## src/rtl/counter_pkg.sv

```systemverilog
// Shared constants and types for the free-running binary counter.
// The default width is also the width of count_t.
package counter_pkg;

    localparam int COUNTER_WIDTH = 8;

    typedef logic [COUNTER_WIDTH-1:0] count_t;

endpackage

```

## src/rtl/counter.sv

```systemverilog
// Free-running binary up-counter with synchronous reset and a terminal-count flag.
// The count wraps from MAX_VALUE to zero, so the period is MAX_VALUE+1 cycles.
module counter
    import counter_pkg::*;
#(
    parameter int WIDTH     = COUNTER_WIDTH,
    parameter int MAX_VALUE = (2**WIDTH) - 1
) (
    input  logic             clk,
    input  logic             reset,
    output logic [WIDTH-1:0] q,
    output logic             tc
);

    localparam logic [WIDTH-1:0] MAX_Q = MAX_VALUE[WIDTH-1:0];

    // Wrapping on the MAX_VALUE compare means values above MAX_VALUE cannot be reached after reset.
    always_ff @(posedge clk) begin
        if (reset) begin
            q <= '0;
        end else if (q == MAX_Q) begin
            q <= '0;
        end else begin
            q <= q + WIDTH'(1);
        end
    end

    assign tc = (q == MAX_Q);

endmodule

```

## config.mk

```make
export PLATFORM = sky130hd
export DESIGN_NAME = counter
export DESIGN_NICKNAME = d
export VERILOG_FILES = /design/src/rtl/counter_pkg.sv /design/src/rtl/counter.sv
export SDC_FILE = /design/constraint.sdc
export NUM_CORES = 1
export LEC_CHECK = 0
export BUFFER_PORTS_ARGS = -buffer_cell sky130_fd_sc_hd__buf_4
export CAP_MARGIN = 20
export CORE_MARGIN = 2
export CORE_UTILIZATION = 25
export DETAILED_ROUTE_END_ITERATION = 12
export GPL_TIMING_DRIVEN = 0
export HOLD_SLACK_MARGIN = 0.08
export SLEW_MARGIN = 20
export SYNTH_ARGS = -nofsm -noshare
export SYNTH_HDL_FRONTEND = slang
export SYNTH_SLANG_ARGS = --single-unit
```

## constraint.sdc

```tcl
create_clock -name clk -period 2.35 [get_ports clk]
set_input_delay 0.235 -clock clk [delete_from_list [all_inputs] [get_ports clk]]
set_output_delay 0.235 -clock clk [all_outputs]
set_load 0.03 [all_outputs]
```

==> results.yml <==
global_route:
  grt.overflow.total: 0
  antenna_found_initial: 0
  grt_pass1_wl_um: 993
  grt_max_degree: 7
  grt_pass1_vias: 251
  grt_usage_pct: 9.470
logic_synthesis:
  synth_area_per_cell_um2: 8.824
  ys_types: 15
  yosys_warnings: 0
  netlist_area_um2: 335.3
  synth_fp_nets: 41
  synth_seq_cells: 8
  syn_inst: 38
  synth_seq_area_share_pct: 47.76
critical_path:
  r2r-start: "q[0]$_SDFF_PP0_"
  max_stage_delay_ns: 0.42
  rr_worst_depth: 4
  critPathMaxFanout: 5
  crit_chain: "ha_1 > nand3_2 > nor2_1 > buf_4"
  cp-end-kind: "primary output"
  start_kind: "register"
  cp_data_arrival_time_ns: 1.38
  r2r-end: "q[6]$_SDFF_PP0_"
  cp.required_ns: 2.12
  r2r_slack_ns: 0.96
  critPathSlowestCell: "dfxtp_1"
  crit_type: "reg -> out"
cells_and_area:
  largest_reg_flops: 8
  nFillCells: 134
  regMostFlops: "q"
  num_antenna_cells: 0
  syn2layout_area_growth_pct: 34.70
  final_common_cell: "buf_4"
  utilization_pct: 35.60
  nets: 56
  final_area_um2: 451.7
  layout-drive-gt1-share_pct: 29.41
  mostFrequentLayoutCells: "buf_4 (10), dfxtp_1 (8), nor2_1 (6)"
  top_regs: "q: 8 flops"
floorplan:
  dieHeight_um: 40.63
  die_w_um: 40.63
  num_io_pins: 11
  row_count: 13
  dieArea_um2: 1650
  core_area_um2: 1269
  initial_core_util_pct: 26.43
routing:
  drt_pass1_iterations: 1
  vias_per_cell: 4.848
  drt_wl_total_um: 693
  post_drt_wl_per_cell_um: 10.50
  drt_iter0_drc: 0
  antenna_left: 0
  route.detailed.drc: 0
  vias: 320
sta:
  fin_ws_ns: 0.7368
  tightest_slew_ns: 0.3003
  post-route-min-period_ns: 1.613
  setup_viol: 0
  rsz0062_at_grt: "no"
  hold_viol: 0
  tns_ns: 0
  hold_slack_ns: 0.1727
  finalMaxSlewViolations: 0
  slew_headroom_pct: 79.94
  fin_worst_skew_ns: 0.0006451
  max_freq_ghz: 0.6199
  fin_crit_sh_pct: 68.65
run:
  cap_violations: 0
clock_network:
  root_buffer: "clkbuf_4"
  post_cts_resized: 0
  clk_pin_slew_ns: 0.05
  clock_path_buffers: 2
  cts_tree: "built"
  clkLatencyLatePin_ns: 0.25
  post_cts_buffers: 0
  holdBufCountCts: 0
  cts_buffers: 3
  htreeDepth: 1
  clkSinkCount: 8
worst_hold_path:
  hp-class: "in -> reg"
  min-delay-start: "reset"
  min_to: "q[7]$_SDFF_PP0_"
  hold_depth: 2
placed_design:
  hpwl_um: 516.8
  place.gp.congestion: 0.7277
  placed_area_um2: 429.2
  numPortBuffers: 10
  place_worst_setup_slack_ns: 0.9651
status:
  status: "finished clean"
power_and_ir_drop:
  leakage_nw: 0.1748
  vdd_drop_max_v: 0.0003228
  pwr_density_cell_nw_per_um2: 644.6
[metrics by stage]
stage | power [mW] | instances
after floorplan | 0.1739 | 38
after global placement | 0.1879 | 63
after detailed placement | 0.1889 | 63
after CTS | 0.2956 | 66
after global routing | 0.3001 | 66
final | 0.2912 | 66
[synth_stat cells]
| cell type | number | area (um2) |
|---|---|---|
| xor2_1 | 2 | 17.52 |
| nand4_1 | 2 | 12.51 |
| o21bai_1 | 1 | 7.510 |
| inv_1 | 1 | 3.750 |
| a21oi_1 | 2 | 10.01 |
| nand3_2 | 2 | 20.02 |
| xnor2_1 | 1 | 8.760 |
| dfxtp_1 | 8 | 160.2 |
| nor2_1 | 6 | 22.52 |
| nand3_1 | 2 | 10.01 |
| nand2_1 | 4 | 15.01 |
| ha_1 | 1 | 12.51 |
| a31oi_1 | 1 | 6.260 |
| o21ai_0 | 2 | 10.01 |
| or3_1 | 3 | 18.77 |
[worst max path at each step]
stage / startpoint / to / cells after the start
after floorplan: q[0]$_SDFF_PP0_ / tc / 3
after global placement: q[0]$_SDFF_PP0_ / q[6]$_SDFF_PP0_ / 4
after detailed placement: q[0]$_SDFF_PP0_ / q[6]$_SDFF_PP0_ / 4
after CTS: q[0]$_SDFF_PP0_ / tc / 4
after global routing: q[0]$_SDFF_PP0_ / tc / 4
final: q[0]$_SDFF_PP0_ / tc / 4
[metal layers]
layer | share of wire [%] | GRT usage, %
met1 | 47 | 11.73
met2 | 43 | 13.10
met3 | 7.1 | 3.261
met4 | 2.0 | 7.500
met5 | 0 | 0
[final cells by class]
type                    count  area (um2)  area share [%]
multi-input cells          29       171.4           37.95
flip-flops and latches      8       160.2           35.46
repair buffers             10       75.07           16.62
clock buffers               3       22.52           4.986
well taps                  15       18.77           4.155
inverters                   1       3.754          0.8310
[critical path, delay by kind of cell (launching register included)]
family	cells	cell delay, ns
adder cells (fa/ha/maj)	1	0.26
buffers and inverters	1	0.17
flip-flops	1	0.42
AND/OR/NAND/NOR	2	0.28
[cell families (layout without fill, tap and decap cells)]
kind of cell / Yosys count / count (layout) / share of synthesized area (%)
xor gates and xnor gates: 3 / 3 / 7.837
and+or+nand+nor: 19 / 19 / 29.48
DFF: 8 / 8 / 47.76
AOI/OAI and AO/OA: 6 / 6 / 10.08
buffers and inverters: 1 / 14 / 1.118
adders and majority gates: 1 / 1 / 3.731
[power breakdown]
part / switching [mW] / leakage, nW / total (mW) / internal [mW]
Clock: 0.0472 / 0.0138 / 0.106 / 0.0585
Sequential: 0.00838 / 0.0652 / 0.150 / 0.142
Combinational: 0.0211 / 0.0957 / 0.0352 / 0.0142
(Power assumes the default switching activity.)
